--- src/rtl/can_pkg.sv ---
// Shared CAN frame constants, FSM state encoding and data-length helper
// used by the transmit frame sequencer.
package can_pkg;

    localparam int ID_W          = 11;
    localparam int CTRL_W        = 6;
    localparam int CRC_W         = 15;
    localparam int TAIL_BITS     = 10;
    localparam int MAX_DATA_BITS = 64;

    localparam logic DOMINANT  = 1'b0;
    localparam logic RECESSIVE = 1'b1;

    typedef enum logic [3:0] {
        IDLE,
        SOF,
        ID,
        RTR,
        CTRL,
        DATA,
        CRC,
        TAIL,
        DONE
    } can_state_e;

    // Remote frames carry no payload; DLC values above 8 still mean 8 bytes.
    function automatic logic [6:0] data_bit_count(input logic rtr, input logic [3:0] dlc);
        if (rtr) begin
            return 7'd0;
        end
        if (dlc >= 4'd8) begin
            return 7'd64;
        end
        return {1'b0, dlc[2:0], 3'b000};
    endfunction

endpackage

--- src/rtl/can_field_shifter.sv ---
// Loadable MSB-first shift register with a shift counter and a flag marking
// the last bit of a field of run-time length len_i.
module can_field_shifter #(
    parameter int W  = 11,
    parameter int CW = $clog2(W + 1)
) (
    input  logic          clock,
    input  logic          reset_n,
    input  logic          load_i,
    input  logic [W-1:0]  load_value_i,
    input  logic          shift_i,
    input  logic [CW-1:0] len_i,
    output logic          bit_o,
    output logic          last_o
);

    logic [W-1:0]  shreg_q, shreg_d;
    logic [CW-1:0] cnt_q, cnt_d;

    always_comb begin
        shreg_d = shreg_q;
        cnt_d   = cnt_q;
        if (load_i) begin
            shreg_d = load_value_i;
            cnt_d   = '0;
        end else if (shift_i) begin
            shreg_d = {shreg_q[W-2:0], 1'b0};
            cnt_d   = cnt_q + CW'(1);
        end
    end

    always_ff @(posedge clock) begin
        if (!reset_n) begin
            shreg_q <= '0;
            cnt_q   <= '0;
        end else begin
            shreg_q <= shreg_d;
            cnt_q   <= cnt_d;
        end
    end

    assign bit_o  = shreg_q[W-1];
    assign last_o = (cnt_q == len_i - CW'(1));

endmodule

--- src/rtl/can_tx_frame_sequencer.sv ---
// Walks one CAN 2.0A base frame through its fields, one bit per sample point,
// presenting each field to the bit stuffer and appending the recessive tail.
module can_tx_frame_sequencer #(
    parameter int ID_W      = can_pkg::ID_W,
    parameter int CRC_W     = can_pkg::CRC_W,
    parameter int TAIL_BITS = can_pkg::TAIL_BITS
) (
    input  logic             clock,
    input  logic             reset_n,
    input  logic             enable,
    input  logic             sample_point,
    input  logic             tx_request,
    input  logic [ID_W-1:0]  tx_id,
    input  logic             tx_rtr,
    input  logic [3:0]       tx_dlc,
    input  logic [63:0]      tx_data,
    input  logic [CRC_W-1:0] crc_value,
    input  logic             stuff_bit_inserted,
    output logic             tx_accept,
    output logic             tx_busy,
    output logic             tx_done,
    output logic             sof_transmitting,
    output logic             sof_bit,
    output logic             id_complete,
    output logic             bit_id,
    output logic             rtr_complete,
    output logic             rtr_bit,
    output logic             control_complete,
    output logic             control_bit,
    output logic             data_complete,
    output logic             data_bit,
    output logic             crc_complete,
    output logic             crc_bit,
    output logic [3:0]       crc_bit_counter,
    output logic             eof_complete
);

    import can_pkg::*;

    localparam int ID_CW = $clog2(ID_W + 1);

    can_state_e state_q, state_d;
    logic       rtr_q, rtr_d;
    logic [3:0] dlc_q, dlc_d;
    logic [3:0] crc_cnt_q, crc_cnt_d;
    logic [3:0] tail_cnt_q, tail_cnt_d;
    logic       accept_q, accept_d;

    logic       adv, accept;
    logic [6:0] nbits;
    logic       id_bit, id_last, ctrl_bit, ctrl_last, dat_bit, dat_last;
    logic [3:0] crc_idx;

    // A stuff bit consumes the sample point, so the current bit is re-presented.
    assign adv    = enable & sample_point & ~stuff_bit_inserted;
    assign accept = (state_q == IDLE) & enable & tx_request;
    assign nbits  = data_bit_count(rtr_q, dlc_q);

    can_field_shifter #(.W(ID_W)) u_id_shifter (
        .clock        (clock),
        .reset_n      (reset_n),
        .load_i       (accept),
        .load_value_i (tx_id),
        .shift_i      (adv && (state_q == ID)),
        .len_i        (ID_CW'(ID_W)),
        .bit_o        (id_bit),
        .last_o       (id_last)
    );

    can_field_shifter #(.W(CTRL_W)) u_ctrl_shifter (
        .clock        (clock),
        .reset_n      (reset_n),
        .load_i       (accept),
        .load_value_i ({DOMINANT, DOMINANT, tx_dlc}),
        .shift_i      (adv && (state_q == CTRL)),
        .len_i        (3'(CTRL_W)),
        .bit_o        (ctrl_bit),
        .last_o       (ctrl_last)
    );

    can_field_shifter #(.W(MAX_DATA_BITS)) u_data_shifter (
        .clock        (clock),
        .reset_n      (reset_n),
        .load_i       (accept),
        .load_value_i (tx_data),
        .shift_i      (adv && (state_q == DATA)),
        .len_i        (nbits),
        .bit_o        (dat_bit),
        .last_o       (dat_last)
    );

    always_comb begin
        state_d    = state_q;
        rtr_d      = rtr_q;
        dlc_d      = dlc_q;
        crc_cnt_d  = crc_cnt_q;
        tail_cnt_d = tail_cnt_q;
        accept_d   = accept;
        unique case (state_q)
            IDLE: begin
                crc_cnt_d  = '0;
                tail_cnt_d = '0;
                if (accept) begin
                    rtr_d   = tx_rtr;
                    dlc_d   = tx_dlc;
                    state_d = SOF;
                end
            end
            SOF:  if (adv) state_d = ID;
            ID:   if (adv && id_last) state_d = RTR;
            RTR:  if (adv) state_d = CTRL;
            CTRL: if (adv && ctrl_last) state_d = (nbits != 7'd0) ? DATA : CRC;
            DATA: if (adv && dat_last) state_d = CRC;
            CRC: begin
                // Counter parks on the last index so it reads 14 through the tail.
                if (adv) begin
                    if (crc_cnt_q == 4'(CRC_W - 1)) state_d = TAIL;
                    else crc_cnt_d = crc_cnt_q + 4'd1;
                end
            end
            TAIL: begin
                if (adv) begin
                    if (tail_cnt_q == 4'(TAIL_BITS - 1)) state_d = DONE;
                    else tail_cnt_d = tail_cnt_q + 4'd1;
                end
            end
            DONE:    state_d = IDLE;
            default: state_d = IDLE;
        endcase
    end

    always_ff @(posedge clock) begin
        if (!reset_n) begin
            state_q    <= IDLE;
            rtr_q      <= 1'b0;
            dlc_q      <= 4'd0;
            crc_cnt_q  <= 4'd0;
            tail_cnt_q <= 4'd0;
            accept_q   <= 1'b0;
        end else if (enable) begin
            state_q    <= state_d;
            rtr_q      <= rtr_d;
            dlc_q      <= dlc_d;
            crc_cnt_q  <= crc_cnt_d;
            tail_cnt_q <= tail_cnt_d;
            accept_q   <= accept_d;
        end
    end

    assign crc_idx = 4'(CRC_W - 1) - crc_cnt_q;

    assign tx_accept        = accept_q;
    assign tx_busy          = (state_q != IDLE) && (state_q != DONE);
    assign tx_done          = (state_q == DONE);
    assign sof_transmitting = (state_q == SOF);
    assign sof_bit          = DOMINANT;
    assign id_complete      = (state_q != ID);
    assign bit_id           = (state_q == ID) & id_bit;
    assign rtr_complete     = (state_q != RTR);
    assign rtr_bit          = rtr_q;
    assign control_complete = (state_q != CTRL);
    assign control_bit      = (state_q == CTRL) & ctrl_bit;
    assign data_complete    = (state_q != DATA);
    assign data_bit         = (state_q == DATA) & dat_bit;
    assign crc_complete     = (state_q != CRC);
    assign crc_bit          = (state_q == CRC) & crc_value[crc_idx];
    assign crc_bit_counter  = crc_cnt_q;
    assign eof_complete     = (state_q == TAIL);

endmodule

--- config.mk ---
export PLATFORM = sky130hd
export DESIGN_NAME = can_tx_frame_sequencer
export DESIGN_NICKNAME = d
export VERILOG_FILES = /design/src/rtl/can_pkg.sv /design/src/rtl/can_field_shifter.sv /design/src/rtl/can_tx_frame_sequencer.sv
export SDC_FILE = /design/constraint.sdc
export NUM_CORES = 1
export LEC_CHECK = 0
export CAP_MARGIN = 20
export CORE_ASPECT_RATIO = 0.5
export CORE_MARGIN = 5
export CORE_UTILIZATION = 42
export DETAILED_ROUTE_END_ITERATION = 16
export PLACE_DENSITY = 0.81
export SLEW_MARGIN = 20
export SYNTH_ARGS = -nofsm -noshare
export SYNTH_HDL_FRONTEND = slang
export SYNTH_SLANG_ARGS = --single-unit
export TNS_END_PERCENT = 5
--- constraint.sdc ---
create_clock -name clock -period 2.2 [get_ports clock]
set_input_delay 0.44 -clock clock [delete_from_list [all_inputs] [get_ports clock]]
set_output_delay 0.44 -clock clock [all_outputs]
set_load 0.01 [all_outputs]
==> results.py <==
metrics = {
    "outcome": {
        "status": "complete, but fails checks",
        "violations": "negative setup slack",
    },
    "clocking": {
        "clockRootBuffer": "clkbuf_16",
        "clock_path_buffers": 2,
        "clkTransAtPathRegs_ns": 0.05,
        "cts_sinks": 113,
        "cts_tree": "done",
        "cts_made_buffers": 17,
        "htree_num_levels": 4,
        "insertion_delay_ns": 0.41,
    },
    "place": {
        "place_area_um2": 7451,
        "finalWeightedCongestion": 0.8368,
        "dpl.hpwl_um": 10350,
        "place_inst": 966,
        "pre_cts_ws_ns": -0.4167,
        "io_buffers": 119,
    },
    "worst_setup_path": {
        "crit_end": "crc_bit",
        "cp_data_required_time_ns": 1.76,
        "cp-startpoint": "crc_bit_counter[0]",
        "slowest_stage": "dfxtp_4",
        "crit_buf_inv": 2,
        "path_cells": "inv_4 -> ha_4 -> mux4_2 -> mux2i_1 -> mux2_4 -> nor2_4 -> buf_6",
        "r2r_end": "u_id_shifter.shreg_q[2]",
        "critical-path-max-stage-delay_ns": 0.37,
        "worstRegToRegCells": 8,
        "path_depth": 7,
        "critPathKind": "flop to primary output",
        "crit_path_max_fanout": 6,
        "cp.arrival_ns": 2.01,
        "critPathTopFamily": "multiplexers",
        "worst_setup_path_end_kind": "primary output",
        "timing.rr.start": "state_q[3]",
        "worstSetupStartpointType": "flop",
        "r2r_slack_ns": 0.18,
    },
    "layout": {
        "final_cell_mix": "nand2_1, dfxtp_1, clkdlybuf4s50_1",
        "regArea_um2": 2273,
        "drive_above_1_share_pct": 22.97,
        "fin_nets": 913,
        "antenna_cells": 0,
        "nFillCells": 1094,
        "mostFrequentLayoutCell": "nand2_1",
        "multiInputGateArea_um2": 3339,
        "fin_cells": 1006,
        "final_cell_area_um2": 8245,
        "area_growth_pct": 40.36,
    },
    "drt": {
        "avgViaCountPerCell": 5.244,
        "wl_per_cell_um": 14.93,
        "drtIter0Drc": 301,
        "dr.pass1.iters": 7,
        "wl_um": 15020,
        "remaining_drc_errors": 0,
        "antenna_left": 0,
        "via_count": 5275,
    },
    "logic_synthesis": {
        "synth_compound_area_share_pct": 22.15,
        "syn_inst": 669,
        "synth_seq_cells": 113,
        "yosys.area.top_type": "dfxtp_1",
        "ys_warn_count": 0,
        "ys_seq_area_share_pct": 38.51,
        "synth_top_family_by_area": "simple AND/OR/NAND/NOR gates",
        "yosysUniqueCellTypes": 50,
        "async_reset_ff_share_pct": 0,
        "synth-simple-area-share_pct": 24.79,
        "synthMuxAreaShare_pct": 2.599,
        "synth-edff-count": 0,
        "synth_top_cell_area_share_pct": 38.51,
        "avgSynthCellArea_um2": 8.781,
        "syn-cell-area_um2": 5874,
        "synth_ff_type": "dfxtp_1",
        "syn_nets": 781,
        "synth_xor_area_share_pct": 3.429,
        "synth_fa_ha_area_share_pct": 2.343,
        "synth_area_leaders": "dfxtp_1, a311oi_2, nand2_1",
    },
    "power": {
        "irDropWorstVdd_mv": 0.4169,
        "p_int_mw": 4.678,
        "combinationalPowerShare_pct": 13.9,
        "pwr-share-clk_pct": 49.1,
        "p_seq_share_pct": 37.0,
        "p_leak_nw": 2.974,
        "total_power_mw": 6.108,
        "powerDensity_nw_per_um2": 740.8,
        "p_sw_share_pct": 23.42,
        "p_switching_mw": 1.430,
    },
    "timing": {
        "worst_slew_pin_slew_ns": 0.5610,
        "setup_ws_ns": -0.2484,
        "slew_headroom_pct": 62.60,
        "finClkSkew_ns": 0.006693,
        "fin_crit_ns": 2.448,
        "final_hold_viol_count": 0,
        "fin_crit_sh_pct": 111.3,
        "finalSetupViolCount": 1,
        "rsz0062_at_grt": "true",
        "max_freq_mhz": 408.4,
        "final.setup.tns_ns": -0.2484,
        "drv_slew": 0,
    },
    "die": {
        "die_area_um2": 16600,
        "num_rows": 30,
        "die_w_um": 177.3,
        "chipHeight_um": 93.63,
        "pin_count": 121,
        "start_util_pct": 43.11,
        "core_area_um2": 13630,
    },
    "job": {
        "maxCapViolations": 0,
    },
    "global_routing": {
        "grt_util_all_layers_pct": 17.96,
        "grt_max_degree": 113,
        "first_global_vias": 5253,
        "grt_pass1_wl_um": 24430,
        "overflow": 0,
        "antenna_found_initial": 0,
    },
    "hold_path": {
        "hold_class": "flop to flop",
    },
}
[area by class of cell]
class                           instances  area share (%)
Clock buffer                           23           6.039
Clock inverter                          9           1.836
Inverter                               15          0.7739
Multi-Input combinational cell        488           40.50
Sequential cell                       113           27.57
Tap cell                              192           2.913
Timing Repair Buffer                  166           20.36
[how the worst min path moves through the flow]
stage / startpoint / endpoint / slack [ns] / depth (start not counted)
after CTS: u_ctrl_shifter.shreg_q[5] / u_ctrl_shifter.shreg_q[5] / 0.45 / 2
after global routing: u_ctrl_shifter.shreg_q[5] / u_ctrl_shifter.shreg_q[5] / 0.48 / 2
after detailed placement: u_ctrl_shifter.shreg_q[5] / u_ctrl_shifter.shreg_q[5] / 0.45 / 2
final: u_ctrl_shifter.shreg_q[5] / u_ctrl_shifter.shreg_q[5] / 0.45 / 2
after global placement: u_ctrl_shifter.shreg_q[5] / u_ctrl_shifter.shreg_q[5] / 0.43 / 2
after floorplan: u_ctrl_shifter.shreg_q[5] / u_ctrl_shifter.shreg_q[5] / 0.43 / 2
[logic make-up after synthesis]
| family | count (synthesis) |
|---|---|
| AOI/OAI and AO/OA | 113 |
| and+or+nand+nor | 329 |
| muxes | 11 |
| DFF | 113 |
| xor gates and xnor gates | 23 |
| buffers and inverters | 68 |
| other | 1 |
| adders and majority gates | 11 |
[worst register-to-register path, delay by kind of cell (launching register included)]
kind | cells | cell delay (ns)
flops | 1 | 0.38
simple gates | 3 | 0.75
compound gates | 1 | 0.31
buf+inv | 4 | 0.48
[power groups by stage]
stage | Combinational (mW) | Sequential [mW] | Clock [mW]
CTS | 0.834 | 2.26 | 3.04
global route | 0.916 | 2.27 | 3.13
floorplan | 0.492 | 2.28 | 0
detailed placement | 0.819 | 2.30 | 0
finish | 0.848 | 2.26 | 3.00
global placement | 0.800 | 2.29 | 0
[metrics by stage]
stage / hold slack, ns / utilization, %
3_5_place_dp: 0.4462 / 54.68
5_1_grt: 0.4848 / 60.51
3_3_place_gp: 0.4338 / 54.68
2_1_floorplan: 0.4317 / -
6_report: 0.4484 / 60.51
4_1_cts: 0.4536 / 59.87
[registers in the layout, summed over array words and instances (netlist names)]
register,flops
u_id_shifter.shreg_q,11
rtr_bit,1
u_data_shifter.cnt_q,7
u_ctrl_shifter.cnt_q,3
u_ctrl_shifter.shreg_q,6
dlc_q,4
state_q,4
tail_cnt_q,4
crc_bit_counter,4
u_id_shifter.cnt_q,4
tx_accept,1
u_data_shifter.shreg_q,64
[metal layers]
metal  vias to the layer above  track usage, %  part of all wire (%)
met1                      2536           21.51                    44
met2                       115           31.36                    50
li1                       2593               -                     -
met4                         0           7.653                   2.3
met3                        31           3.918                   4.0
met5                         -               0                     0
[synthesized netlist by cell type, types with 3 or more instances]
| cell type | count |
|---|---|
| dfxtp_1 | 113 |
| nor2_2 | 4 |
| xor2_1 | 12 |
| nand3_1 | 10 |
| o21ai_0 | 6 |
| nor3b_1 | 4 |
| mux2_2 | 4 |
| nand3b_1 | 4 |
| a311oi_2 | 68 |
| mux2i_1 | 4 |
| ha_1 | 11 |
| clkbuf_1 | 28 |
| nand4_1 | 8 |
| a21oi_1 | 22 |
| buf_2 | 12 |
| buf_4 | 3 |
| xnor2_1 | 11 |
| inv_2 | 3 |
| mux4_2 | 3 |
| a311oi_1 | 5 |
| nor2_1 | 98 |
| nand2_1 | 181 |
| buf_6 | 10 |
| inv_1 | 11 |
| and2_1 | 3 |
[timing repair]
action / CTS / global route
hold buffers: 0 / 0
endpoints found under the hold margin: 0 / 0
buffers inserted: 5 / 3
resized for setup: 36 / 14
pin swaps: 4 / 7
endpoints found under the setup margin: 15 / 11
cloned: 0 / 0
No activity file was read; power rests on OpenSTA's default activity.
